### src/rtl/cpu_dbus_guard.sv
// CPU data-bus gatekeeper: applies the MPU verdict, forwards permitted accesses,
// times out stalled memory accesses and records fault address/cause/count.
module cpu_dbus_guard #(
    parameter int unsigned TIMEOUT = 255
) (
    input  logic        clock,
    input  logic        reset,
    input  logic        cpud_request,
    input  logic        cpud_write,
    input  logic [31:0] cpud_addr,
    input  logic [31:0] cpud_wdata,
    input  logic [3:0]  cpud_wmask,
    input  logic        access_deny,
    output logic        cpud_ack,
    output logic [31:0] cpud_rdata,
    output logic        cpud_fault,
    output logic        mem_request,
    output logic        mem_write,
    output logic [31:0] mem_addr,
    output logic [31:0] mem_wdata,
    output logic [3:0]  mem_wmask,
    input  logic        mem_ack,
    input  logic [31:0] mem_rdata,
    input  logic        fault_clear,
    output logic        fault_valid,
    output logic [31:0] fault_addr,
    output logic [1:0]  fault_cause,
    output logic [15:0] fault_count,
    output logic        overrun
);
    localparam int unsigned CW = 16;

    typedef enum logic [0:0] {IDLE, WAIT_MEM} state_t;

    state_t        state, state_n;
    logic [CW-1:0] cnt, cnt_n;
    logic          mem_request_n, mem_write_n, cpud_ack_n, cpud_fault_n;
    logic [31:0]   mem_addr_n, mem_wdata_n, cpud_rdata_n, fault_addr_n;
    logic [3:0]    mem_wmask_n;
    logic          fault_valid_n, overrun_n;
    logic [1:0]    fault_cause_n;
    logic [15:0]   fault_count_n;
    logic          ev;
    logic [31:0]   ev_addr;
    logic [1:0]    ev_cause;

    // State and output registers
    always_ff @(posedge clock or posedge reset) begin
        if (reset) begin
            state       <= IDLE;
            cnt         <= '0;
            mem_request <= 1'b0;
            mem_write   <= 1'b0;
            mem_addr    <= '0;
            mem_wdata   <= '0;
            mem_wmask   <= '0;
            cpud_ack    <= 1'b0;
            cpud_rdata  <= '0;
            cpud_fault  <= 1'b0;
            fault_valid <= 1'b0;
            fault_addr  <= '0;
            fault_cause <= '0;
            fault_count <= '0;
            overrun     <= 1'b0;
        end else begin
            state       <= state_n;
            cnt         <= cnt_n;
            mem_request <= mem_request_n;
            mem_write   <= mem_write_n;
            mem_addr    <= mem_addr_n;
            mem_wdata   <= mem_wdata_n;
            mem_wmask   <= mem_wmask_n;
            cpud_ack    <= cpud_ack_n;
            cpud_rdata  <= cpud_rdata_n;
            cpud_fault  <= cpud_fault_n;
            fault_valid <= fault_valid_n;
            fault_addr  <= fault_addr_n;
            fault_cause <= fault_cause_n;
            fault_count <= fault_count_n;
            overrun     <= overrun_n;
        end
    end

    // Next-state, transaction handling and fault capture
    always_comb begin
        state_n       = state;
        cnt_n         = cnt;
        mem_request_n = 1'b0;
        mem_write_n   = mem_write;
        mem_addr_n    = mem_addr;
        mem_wdata_n   = mem_wdata;
        mem_wmask_n   = mem_wmask;
        cpud_ack_n    = 1'b0;
        cpud_rdata_n  = cpud_rdata;
        cpud_fault_n  = 1'b0;
        fault_valid_n = fault_valid;
        fault_addr_n  = fault_addr;
        fault_cause_n = fault_cause;
        fault_count_n = fault_count;
        overrun_n     = overrun;
        ev            = 1'b0;
        ev_addr       = '0;
        ev_cause      = '0;

        if (fault_clear) begin
            fault_valid_n = 1'b0;
            fault_addr_n  = '0;
            fault_cause_n = '0;
            overrun_n     = 1'b0;
        end

        case (state)
            IDLE: begin
                if (cpud_request) begin
                    if (access_deny) begin
                        ev       = 1'b1;
                        ev_addr  = cpud_addr;
                        ev_cause = cpud_write ? 2'b10 : 2'b01;
                    end else begin
                        mem_write_n   = cpud_write;
                        mem_addr_n    = cpud_addr;
                        mem_wdata_n   = cpud_wdata;
                        mem_wmask_n   = cpud_wmask;
                        mem_request_n = 1'b1;
                        cnt_n         = '0;
                        state_n       = WAIT_MEM;
                    end
                end
            end
            WAIT_MEM: begin
                if (cpud_request) overrun_n = 1'b1;
                // An ack in the timeout cycle still completes the access
                if (mem_ack) begin
                    cpud_ack_n = 1'b1;
                    if (!mem_write) cpud_rdata_n = mem_rdata;
                    state_n = IDLE;
                end else if (cnt == CW'(TIMEOUT)) begin
                    ev       = 1'b1;
                    ev_addr  = mem_addr;
                    ev_cause = 2'b11;
                    state_n  = IDLE;
                end else begin
                    cnt_n = cnt + 16'd1;
                end
            end
            default: state_n = IDLE;
        endcase

        if (ev) begin
            cpud_fault_n = 1'b1;
            if (fault_count != 16'hFFFF) fault_count_n = fault_count + 16'd1;
            if (!fault_valid || fault_clear) begin
                fault_valid_n = 1'b1;
                fault_addr_n  = ev_addr;
                fault_cause_n = ev_cause;
            end
        end
    end
endmodule
### config.mk
export PLATFORM = sky130hd
export DESIGN_NAME = cpu_dbus_guard
export DESIGN_NICKNAME = d
export VERILOG_FILES = /design/src/rtl/cpu_dbus_guard.sv
export SDC_FILE = /design/constraint.sdc
export NUM_CORES = 1
export LEC_CHECK = 0
export BUFFER_PORTS_ARGS = -buffer_cell sky130_fd_sc_hd__clkbuf_2
export CAP_MARGIN = 20
export CORE_MARGIN = 4
export CORE_UTILIZATION = 49
export DETAILED_ROUTE_END_ITERATION = 10
export GPL_TIMING_DRIVEN = 0
export PLACE_DENSITY = 0.8
export RECOVER_POWER = 100
export SYNTH_ARGS = -nofsm -noshare
export SYNTH_HDL_FRONTEND = slang
export SYNTH_SLANG_ARGS = --single-unit
### constraint.sdc
create_clock -name clock -period 6.3 [get_ports clock]
set_input_delay 0.945 -clock clock [delete_from_list [all_inputs] [get_ports clock]]
set_output_delay 0.945 -clock clock [all_outputs]
set_load 0.02 [all_outputs]
Word-level counts from Yosys, hierarchy flattened
Index checks and enable logic that the tools add are counted.

Bits of input ports: 107. Output and inout port bits: 156. Register bits: 173.

Equal/unequal tests: 6. Bitwise logic cells: 3. Reductions and logical operators: 6. Add/sub/neg operators: 2. Mux-type cells: 42.

Operator list (number): $mux W32 (7); $mux W16 (4); $pmux W32 S2 (1); $add A16 B1 Y16 const B (2); $pmux W16 S2 (1); $mux W1 (18); $eq A16 B8 Y1 const B (1); $mux W2 (8); $ne A16 B16 Y1 const B (1); $ne A2 B2 Y1 const B (4); $reduce_and A3 Y1 (2); $pmux W1 S2 (2); $pmux W2 S2 (1); $reduce_and A4 Y1 (1); $not A1 Y1 (3); $reduce_and A2 Y1 (1); $logic_not A1 Y1 (1); $logic_or A1 B1 Y1 (1).

Depth between registers and ports, before layout
Gate-level depths: netlist of the first run.

Depth in word-level cells: 6. Gate-level depth with buffers: 8. Gate-level depth less buffers: 7.

Least setup slack after synthesis of the first run
OpenSTA, ideal clock, no wires.

Path type: input -> register. Start point: in cpud_request. End point: reg fault_addr[21]. Cell stages on the path: 7. Path slack: 3.927 ns. Library setup time: 0.078 ns. Required time: 6.222 ns. Arrival: 2.295 ns. Buffers on the path: 2. Cell sequence: and3b_1 -> buf_2 -> a21oi_1 -> inv_1 -> a21oi_1 -> clkbuf_1 -> o2bb2ai_1.

Word-level cells in the longest chain between the ends: 4.

RTL lines: start, declared (RTL line 8) `input logic cpud_request,`; $mux W32 (RTL line 114) `if (cpud_request) begin`; $pmux W32 S2 (RTL line 112) `case (state)`; $mux W32 (RTL line 152) `if (!fault_valid || fault_clear) begin`; $mux W32 (*) (RTL line 149) `if (ev) begin`; via fault_addr_n[21] (RTL line 38) `logic [31:0] mem_addr_n, mem_wdata_n, cpud_rdata_n, fault_addr_n;`; end signal, assigned (RTL line 77) `fault_addr <= fault_addr_n;`; end, declared (RTL line 26) `output logic [31:0] fault_addr,`.

The timed path passes the listed nets; every way through them passes the cells marked *. A chain may end at the register's enable or synchronous reset.

Worst setup path in the final report of the first run
Start point: reg cnt[12]. End point: reg fault_count[8].

Word-level cells in the longest chain between the ends: 5.

RTL lines: start, declared (RTL line 36) `logic [CW-1:0] cnt, cnt_n;`; start signal, assigned (RTL line 67) `cnt <= cnt_n;`; $eq A16 B8 Y1 (RTL line 137) `end else if (cnt == CW'(TIMEOUT)) begin`; $mux W1 (RTL line 137); $mux W1 (RTL line 133) `if (mem_ack) begin`; $pmux W1 S2 (RTL line 112); $reduce_and A2 Y1 (no source line); end signal, assigned (RTL line 79) `fault_count <= fault_count_n;`; end, declared (RTL line 28) `output logic [15:0] fault_count,`.

No other way between the ends.

==> summary.md, run 1 <==
| Metric | Value |
|---|---|
| Status | `finished, violations left` |
| Failing checks | `capacitance limit, slew limit` |
| Area delta synth->final | `27.08%` |
| Die Width | `127.6 µm` |
| Most frequent cells in the layout | `nand2_1 (234), clkbuf_1 (192), dfrtp_1 (173)` |
| Hold_sp | `mem_wdata[17]` |
| Post-cts resize count | `0` |
| Setup Viol. Count Final | `0` |
| Max clock buf depth | `2` |
| Vias | `5802` |
| CP Max Fanout | `10` |
| Vias per cell | `5.162` |
| Async SR Flop Fraction | `100.0%` |
| Period minus WS final | `3.141 ns` |
| Crit path required time | `6.60 ns` |
| Largest net degree at the start of global routing | `135` |
| Syn avg cell area | `10.81 µm²` |
| Cell Pwr Density | `355.6 nW/µm²` |
| CP Launch Type | `flip-flop` |
| Detailed-route wire length | `18.50 mm` |
| Setup ws final | `3.159 ns` |
| Slew headroom | `-14.89%` |
| Clk sinks | `173` |
| Starting DRC count in detailed routing | `400` |
| Period utilisation layout | `49.86%` |
| Mapped Area | `7014 µm²` |
| Setup WS pre-CTS | `3.054 ns` |
| Layout cells sized above 1 | `18.24%` |
| First-pass GRT wire length | `29.37 mm` |
| Die height | `127.6 µm` |
| Worst-Margin Slew | `1.714 ns` |
| Total Die Area | `16290 µm²` |
| Unrepaired setup endpoints after global routing | `no` |
| Post-CTS Setup Bufs | `0` |
| Seq/Total Area, Yosys | `61.72%` |
| I/O Buffers | `262` |
| Worst EP arrival | `3.44 ns` |
| Dpl hpwl | `13.76 mm` |
| Area contributors post-synth | `dfrtp_1 (62%), nand2_1 (13%), mux2_2 (5.5%)` |
| Kind of critical path | `flip-flop to flip-flop` |
| Overall power | `3170 µW` |
| Drt drc | `0` |
| Top cell type's share of synthesized area | `61.72%` |
| Flip-flop and latch area | `4329 µm²` |
| Worst setup path start | `cnt[12]` |
| Total Negative Setup Slacks | `0 ns` |
| Yosys warning count | `0` |
| Clk_skew | `0.009037 ns` |
| Main flop type after synthesis | `dfrtp_1` |
| CP endpoint kind | `flip-flop` |
| Clk root buf | `clkbuf_16` |
| Yosys cell types | `45` |
| Total gr overflow | `0` |
| Antenna Nets Post-Route | `0` |
| Worst min path class | `flip-flop to flip-flop` |
| Number of synthesized flops with an enable pin | `0` |
| CTS Hold Buffers Added | `0` |
| R2R depth | `6` |
| Fin util | `63.97%` |
| Multi-input gate area | `2499 µm²` |
| Core area | `13930 µm²` |
| Clk_lat worst skew | `0.42 ns` |
| Final Hold Vio Count | `0` |
| 1st-pass router iterations | `4` |
| Gr usage total | `22.75%` |
| Routed WL per cell | `16.46 µm` |
| Fin. max-slew vios | `40` |
| Max Cap Viol | `1` |
| Htree depth | `4` |
| CTS tree | `yes` |
| Worst hold path stage count | `2` |
| Max VDD drop | `200.2 µV` |
| Nets | `1040` |
| Reg2reg start | `cnt[12]` |
| Num ports | `263` |
| Global placer's final weighted congestion | `0.8100` |
| FILL cells | `1171` |
| Clock slew at reported path FFs | `0.07 ns` |
| Area leader, netlist | `dfrtp_1` |
| LEAKAGE | `0.004461 µW` |
| FP Rows | `43` |
| Starting Density | `50.34%` |
| Most common cell after layout, fill and taps aside | `nand2_1` |
| Yosys reg bits | `173` |
| Syn Inst Count | `649` |
| Initial antenna violation count | `1` |
| Fmax | `318.3 MHz` |
| Number of global-route vias before repair | `5817` |
| Cts bufs inserted | `17` |
| Mapped Nets | `758` |
==> per-stage QoR <==
stage / area, µm² / hold WS [ns] / cells
finish: 8914 / 0.4758 / 1124
global route: 8914 / 0.4999 / 1124
CTS: 9151 / 0.4744 / 1123
detailed placement: 8586 / 0.4638 / 1092
global placement: 8551 / 0.4573 / 1091
floorplan: 7014 / 0.4460 / 649
==> synthesized netlist by cell type (6+ instances only) <==
cell and n:
clkbuf_1 26, mux2i_1 7, o2bb2ai_1 18, nand2_1 234, and3_1 8, a22oi_1 18
dfrtp_1 173, a22o_1 15, xnor2_1 11, mux2_2 34, nand4_1 11, a21o_1 15
nor2_1 6, inv_1 6, nand3_1 11
==> registers in the layout, summed over array words and instances (netlist names), 2 cells and up <==
| name | count |
|---|---|
| mem_addr | 32 |
| mem_wmask | 4 |
| fault_cause | 2 |
| fault_count | 16 |
| mem_wdata | 32 |
| cnt | 16 |
| cpud_rdata | 32 |
| fault_addr | 32 |
==> worst max-delay path, cell delays in order, from the launching register on <==
cell,delay [ns]
dfrtp_1,0.40
or4_1,0.57
or4_1,0.57
a211oi_1,0.67
clkbuf_1,0.46
nand3_1,0.18
xnor2_1,0.16
==> final timing paths <==
check | to | slack (ns)
worst max register to register | fault_count[8] | 3.16
max in group asynchronous | mem_wdata[13] | 4.12
worst min-delay path | mem_wdata[17] | 0.48
min in group asynchronous | cpud_rdata[11] | 0.92
worst min register to register | mem_wdata[17] | 0.48
worst max-delay path | fault_count[8] | 3.16
==> logic make-up (layout without fill, tap and decap cells) <==
logic type / after synthesis / count (layout) / share of synthesized area (%)
mux: 41 / 41 / 6.457
buf+inv: 40 / 334 / 2.301
flops: 173 / 173 / 61.72
xor+xnor: 14 / 14 / 1.748
compound gates: 86 / 86 / 9.757
other cells: 0 / 1 / 0
simple gates: 293 / 293 / 17.66
fa+ha+maj: 2 / 2 / 0.3567
==> routing by layer <==
layer  vias to the layer above  global-route usage (%)  share of wire [%]
met2                       211                   37.69                 49
met1                      2788                   28.52                 42
li1                       2775                       -                  -
met3                        28                   5.602                7.1
met4                         0                   9.925                2.6
met5                         -                       0                  0
==> report_power, final <==
group / internal [µW] / switching (µW)
sequential: 1310 / 127
combinational: 230 / 498
clock: 569 / 438
total: 2110 / 1060
==> cell type report <==
type                            count  area share [%]
Inverter                            7          0.3088
Tap cell                          180           2.527
Clock buffer                       20           5.124
Buffer                             33           1.404
Antenna cell                        1         0.02807
Multi-Input combinational cell    436           28.03
Timing Repair Buffer              263           12.79
Sequential cell                   173           48.57
Clock inverter                     11           1.221
(Power assumes the default switching activity.)
==> run 2: changes to the inputs <==
ABC_AREA = 1   (was not set)
CORE_UTILIZATION = 51   (was 49)
clock period = 3.2 ns   (was 6.3 ns; I/O delays follow)
==> summary.md, run 2 <==
| Metric | Value |
|---|---|
| Total gr overflow | `0 (unchanged)` |
| Mapped Area | `8088 µm² (+15%)` |
| FILL cells | `1410 (+20%)` |
| Area delta synth->final | `24.69%` |
| Synth top cells by count | `nand2_1 (472), dfrtp_1 (173), nor2_1 (74), inv_1 (51), nand4_1 (39)` |
| Post-cts resize count | `0 (unchanged)` |
| Slew headroom | `-20.47% (-5.6 points)` |
| Fmax | `389.0 MHz (+22%)` |
| Nets | `1397 (+34%)` |
| R2R depth | `8 (+2)` |
| Kind of critical path | `flip-flop to flip-flop` |
| Core area | `15370 µm² (+10%)` |
| Placed Area | `9747 µm² (+14%)` |
| Overall power | `6549 µW (+110%)` |
| Fin. max-slew vios | `39 (-2.5%)` |
| Number of global-route vias before repair | `7483 (+29%)` |
| Worst-Margin Slew | `1.797 ns (+0.08324 ns)` |
| Crit path required time | `3.51 ns (-3.09 ns)` |
| Status | `finished, violations left` |
| Fin util | `65.61% (+1.6 points)` |
| Largest net degree at the start of global routing | `43 (-68%)` |
| LEAKAGE | `0.005205 µW (+17%)` |
| CP Launch Type | `flip-flop` |
| Final Hold Vio Count | `0 (unchanged)` |
| Clock slew at reported path FFs | `0.07 ns (about the same)` |
| First-pass GRT wire length | `37.74 mm (+28%)` |
| Cts bufs inserted | `17 (unchanged)` |
| Die Width | `133.9 µm (+4.9%)` |
| Global placer's final weighted congestion | `0.8986 (+11%)` |
| Worst hold path stage count | `3 (+1)` |
| CP cell instances | `ha_1 -> nand3_2 -> nor2_1 -> nand2_1 -> nand2_2 -> nand2_1 -> nand2_1 -> o21ai_0` |
| Clk root buf | `clkbuf_16` |
| Area leader, netlist | `dfrtp_1` |
| Die height | `133.9 µm (+4.9%)` |
| Period minus WS final | `2.571 ns (-0.5707 ns)` |
| 1st-pass router iterations | `8 (+4)` |
| Max Cap Viol | `1 (unchanged)` |
| Syn Inst Count | `1003 (+55%)` |
| Cell Pwr Density | `649.4 nW/µm² (+83%)` |
| Routed WL per cell | `15.88 µm (-3.5%)` |
| Antenna Nets Post-Route | `0 (unchanged)` |
| CP Buf/Inv Count | `0 (-1)` |
| Setup Viol. Count Final | `0 (unchanged)` |
| Post-CTS Setup Bufs | `0 (unchanged)` |
| Multi-input gate area | `3348 µm² (+34%)` |
| Vias | `7822 (+35%)` |
| Total Die Area | `17940 µm² (+10%)` |
| Layout cells sized above 1 | `14.68% (-3.6 points)` |
| Number of synthesized flops with an enable pin | `0 (unchanged)` |
| Clk_skew | `0.008419 ns (-0.0006176 ns)` |
| Starting Density | `52.62% (+2.3 points)` |
| Htree depth | `4 (unchanged)` |
| Clk sinks | `173 (unchanged)` |
| I/O Buffers | `262 (unchanged)` |
| Yosys warning count | `0 (unchanged)` |
| Main flop type after synthesis | `dfrtp_1` |
| FP Rows | `45 (+4.7%)` |
| CP endpoint kind | `flip-flop` |
| # diodes | `0 (-1)` |
| CP max stage delay | `0.61 ns (-0.06 ns)` |
| CTS tree | `yes` |
| Dpl cells | `1480 (+36%)` |
| Most frequent cell after synthesis | `nand2_1` |
| Dpl hpwl | `17.70 mm (+29%)` |
| Worst min path class | `primary input to flip-flop` |
| CP top delay family | `simple AND/OR/NAND/NOR gates` |
| Gr usage total | `26.63% (+3.9 points)` |
| Async SR Flop Fraction | `100.0% (unchanged)` |
| Most frequent cells in the layout | `nand2_1 (473), clkbuf_1 (194), dfrtp_1 (173)` |
| Most common cell after layout, fill and taps aside | `nand2_1` |
| Vias per cell | `5.173 (+0.22%)` |
| Yosys cell types | `30 (-33%)` |
| Worst hold margin | `0.2388 ns (-0.2370 ns)` |
| CTS Hold Buffers Added | `0 (unchanged)` |
| CP max-delay cell | `nor2_1` |
| Top cell type's share of synthesized area | `53.53% (-8.2 points)` |
| Area contributors post-synth | `dfrtp_1 (54%), nand2_1 (22%), mux2_2 (4.5%)` |
| Initial antenna violation count | `0 (-1)` |
| Flop2flop setup slack | `0.63 ns (-2.53 ns)` |
| Max VDD drop | `521.2 µV (+160%)` |
| Period utilisation layout | `80.33% (+30 points)` |
| Max clock buf depth | `2 (unchanged)` |
| Crit-path most repeated cell | `nand2_1` |
| Starting DRC count in detailed routing | `518 (+30%)` |
| Failing checks | `capacitance limit, slew limit` |
| Yosys reg bits | `173 (unchanged)` |
| Drt drc | `0 (unchanged)` |
| Flip-flop and latch area | `4329 µm² (unchanged)` |
| Num ports | `263 (unchanged)` |
| Layout Cells excl Fill | `1512 (+35%)` |
| Crit path depth | `8 (+2)` |
| Seq/Total Area, Yosys | `53.53% (-8.2 points)` |
| CP Max Fanout | `10 (unchanged)` |
| Mapped Nets | `1112 (+47%)` |
| Final instance area | `10080 µm² (+13%)` |
| Clk_lat worst skew | `0.43 ns (about the same)` |
| Detailed-route wire length | `24.00 mm (+30%)` |
| Worst EP arrival | `2.88 ns (-0.56 ns)` |
| Unrepaired setup endpoints after global routing | `no` |
| Syn avg cell area | `8.064 µm² (-25%)` |
run 2: per-layer routing:
layer,share of wire [%],routed length (µm),vias up,GRT usage (%)
met5,0,0,-,0
met4,2.8,663,0,9.714
met3,8.9,2148,42,6.864
met2,48,11560,367,43.57
met1,40,9636,3690,34.45
li1,-,-,3723,-
run 2: area by class of cell:
class	count	area share, %
inverter	53	1.985
sequential	173	42.93
timing repair buffer	266	11.55
tap	211	2.618
clock buffer	20	4.429
buffer	45	1.923
multi-input combinational	732	33.20
clock inverter	12	1.365
run 2: worst register-to-register path, cell delays in order (launching register included):
cell and delay [ns]:
dfrtp_1 0.42, ha_1 0.23, nand3_2 0.10, nor2_1 0.61, nand2_1 0.39, nand2_2 0.28
nand2_1 0.22, nand2_1 0.11, o21ai_0 0.08
run 2: path summary, 6_finish.rpt:
check                                    start        endpoint
worst max-delay path                    cnt[0]          cnt[6]
worst min-delay path            cpud_wdata[22]   mem_wdata[22]
worst max register to register          cnt[0]          cnt[6]
worst min register to register   mem_wdata[31]   mem_wdata[31]
max in group asynchronous                reset  cpud_rdata[10]
min in group asynchronous                reset  fault_addr[22]
run 2: cell families (layout without fill, tap and decap cells):
group / Yosys count / after routing / share of synthesized area [%]
buffers and inverters: 98 / 396 / 4.950
DFF: 173 / 173 / 53.53
AOI/OAI and AO/OA: 51 / 51 / 3.280
and+or+nand+nor: 636 / 636 / 32.29
xor gates and xnor gates: 11 / 11 / 1.191
muxes: 32 / 32 / 4.455
adders and majority gates: 2 / 2 / 0.3094
run 2: per-stage QoR:
stage                     setup TNS [ns]  setup WS (ns)
after floorplan                        0         0.5093
after global placement           -100.78        -0.5957
after detailed placement               0         0.9172
after CTS                              0         0.9851
after global routing                   0         0.4611
final                                  0         0.6294
run 2: where the power goes:
group          switching (µW)  total, µW  internal (µW)
Combinational            1120       1610            491
Clock                     896       2070           1180
Sequential                282       2870           2590
Total                    2290       6550           4250
==> run 3: changes to the inputs <==
clock period = 2.5 ns   (was 3.2 ns; I/O delays follow)
==> summary.md, run 3 (synthesized netlist as in run 2, its figures left out) <==
| Metric | Value |
|---|---|
| Core area | `15370 µm² (unchanged)` |
| Cell Pwr Density | `829.4 nW/µm² (+28%)` |
| Overall power | `8385 µW (+28%)` |
| M1 WL | `9.748 mm (+1.2%)` |
| CTS tree | `yes` |
| Period minus WS final | `2.224 ns (-0.3467 ns)` |
| Slew headroom | `-24.91% (-4.4 points)` |
| Final Hold Vio Count | `0 (unchanged)` |
| Worst EP arrival | `2.59 ns (-0.29 ns)` |
| Nets | `1397 (unchanged)` |
| Initial antenna violation count | `0 (unchanged)` |
| Drt drc | `0 (unchanged)` |
| Dpl hpwl | `17.70 mm (unchanged)` |
| Max Cap Viol | `1 (unchanged)` |
| Total Negative Setup Slacks | `0 ns (unchanged)` |
| CP max-delay cell | `dfrtp_1` |
| CP cell instances | `ha_1 -> inv_1 -> nor2_1 -> nand2_1 -> nor3_1 -> nand2_1 -> nand2_1 -> buf_4 -> nand2_1 -> nand2_1` |
| Max clock buf depth | `2 (unchanged)` |
| LEAKAGE | `0.005217 µW (+0.23%)` |
| Max VDD drop | `665.7 µV (+28%)` |
| Clock slew at reported path FFs | `0.07 ns (about the same)` |
| Worst min path class | `primary input to flip-flop` |
| Die Width | `133.9 µm (unchanged)` |
| Clk_skew | `0.01087 ns (+0.002447 ns)` |
| Layout cells sized above 1 | `14.60% (-0.077 points)` |
| CP Launch Type | `flip-flop` |
| Setup Viol. Count Final | `0 (unchanged)` |
| Starting Density | `52.62% (unchanged)` |
| Crit path required time | `2.87 ns (-0.64 ns)` |
| Routed WL per cell | `15.90 µm (+0.13%)` |
| Routed length on met2 | `11.51 mm (-0.40%)` |
| Status | `finished, violations left` |
| Period utilisation layout | `88.96% (+8.6 points)` |
| Largest net degree at the start of global routing | `43 (unchanged)` |
| CP endpoint kind | `flip-flop` |
| Clk sinks | `173 (unchanged)` |
| Worst-Margin Slew | `1.863 ns (+0.06623 ns)` |
| WL met3 | `2.118 mm (-1.4%)` |
| Total gr overflow | `0 (unchanged)` |
| Failing checks | `capacitance limit, slew limit` |
| DR top layer | `met4` |
| CP Max Fanout | `10 (unchanged)` |
| Post-cts resize count | `0 (unchanged)` |
| CTS Hold Buffers Added | `0 (unchanged)` |
| Most common cell after layout, fill and taps aside | `nand2_1` |
| Die height | `133.9 µm (unchanged)` |
| CP max stage delay | `0.46 ns (-0.15 ns)` |
| Vias | `7851 (+0.37%)` |
| First-pass GRT wire length | `37.74 mm (unchanged)` |
| Total Die Area | `17940 µm² (unchanged)` |
| FP Rows | `45 (unchanged)` |
| Vias per cell | `5.192 (+0.37%)` |
| Detailed-route wire length | `24.04 mm (+0.13%)` |
| # diodes | `0 (unchanged)` |
| Global placer's final weighted congestion | `0.8986 (unchanged)` |
| Starting DRC count in detailed routing | `524 (+1.2%)` |
| Area delta synth->final | `25.00%` |
| Htree depth | `4 (unchanged)` |
| Crit-path most repeated cell | `nand2_1` |
| Num ports | `263 (unchanged)` |
| 1st-pass router iterations | `7 (-1)` |
| I/O Buffers | `262 (unchanged)` |
| Antenna Nets Post-Route | `0 (unchanged)` |
| Worst hold margin | `0.1342 ns (-0.1046 ns)` |
| FILL cells | `1409 (-0.071%)` |
| Post-CTS Setup Bufs | `0 (unchanged)` |
| Gr usage total | `26.63% (unchanged)` |
| Fmax | `449.7 MHz (+16%)` |
| Number of global-route vias before repair | `7483 (unchanged)` |
| Clk_lat worst skew | `0.44 ns (about the same)` |
| Cts bufs inserted | `17 (unchanged)` |
| Unrepaired setup endpoints after global routing | `no` |
| Clk root buf | `clkbuf_16` |
| Kind of critical path | `flip-flop to flip-flop` |
| Most frequent cells in the layout | `nand2_1 (475), clkbuf_1 (193), dfrtp_1 (173)` |
| Fin. max-slew vios | `38 (-2.6%)` |
[run 3: cell types whose count changed in the layout (fill, tap and decap cells not counted), sizes merged]
| cell | before | now |
|---|---|---|
| buf | 12 | 13 |
| clkbuf | 319 | 318 |
[run 3: per-layer routing]
layer  up-vias  track usage (%)
li1       3728                -
met1      3695            34.45
met2       382            43.57
met3        46            6.864
met4         0            9.714
met5         -                0
[run 3: stage by stage]
stage | cell area (µm²) | setup WS [ns] | util [%] | cells
after detailed placement | 9747 | 0.3222 | 63.41 | 1480
after global placement | 9667 | -1.191 | 62.89 | 1476
after global routing | 10110 | 0.1001 | 65.77 | 1512
after CTS | 10330 | 0.2851 | 67.21 | 1512
after floorplan | 8092 | -0.08568 | - | 1003
final | 10110 | 0.2760 | 65.77 | 1512
[run 3: worst max-delay path, delay by kind of cell (launching register included)]
kind                       cells  cell delay, ns
adders and majority gates      1            0.30
DFF                            1            0.46
and+or+nand+nor                7            1.11
buffers and inverters          2            0.28
[run 3: where the power goes]
| part | internal (µW) | switching [µW] |
|---|---|---|
| sequential | 3310 | 362 |
| clock | 1510 | 1140 |
| combinational | 632 | 1430 |
| total | 5450 | 2930 |
[run 3: path summary, 6_finish.rpt]
path                                      from        endpoint  slack, ns  depth (start not counted)
worst max-delay path            fault_count[0]  fault_count[7]       0.28                         10
worst min-delay path            cpud_wdata[22]   mem_wdata[22]       0.13                          3
worst max register to register  fault_count[0]  fault_count[7]       0.28                         10
worst min register to register   mem_wdata[31]   mem_wdata[31]       0.47                          2
max in group asynchronous                reset     mem_addr[3]       0.78                          5
min in group asynchronous                reset  fault_addr[22]       0.39                          2
[run 3: layout make-up]
class	instances	area, µm²	area share [%]
sequential	173	4329	42.82
inverter	53	200.2	1.980
clock inverter	12	137.6	1.361
timing repair buffer	266	1195	11.82
clock buffer	20	446.7	4.418
tap	211	264.0	2.611
multi-input combinational	732	3342	33.06
buffer	45	195.2	1.931
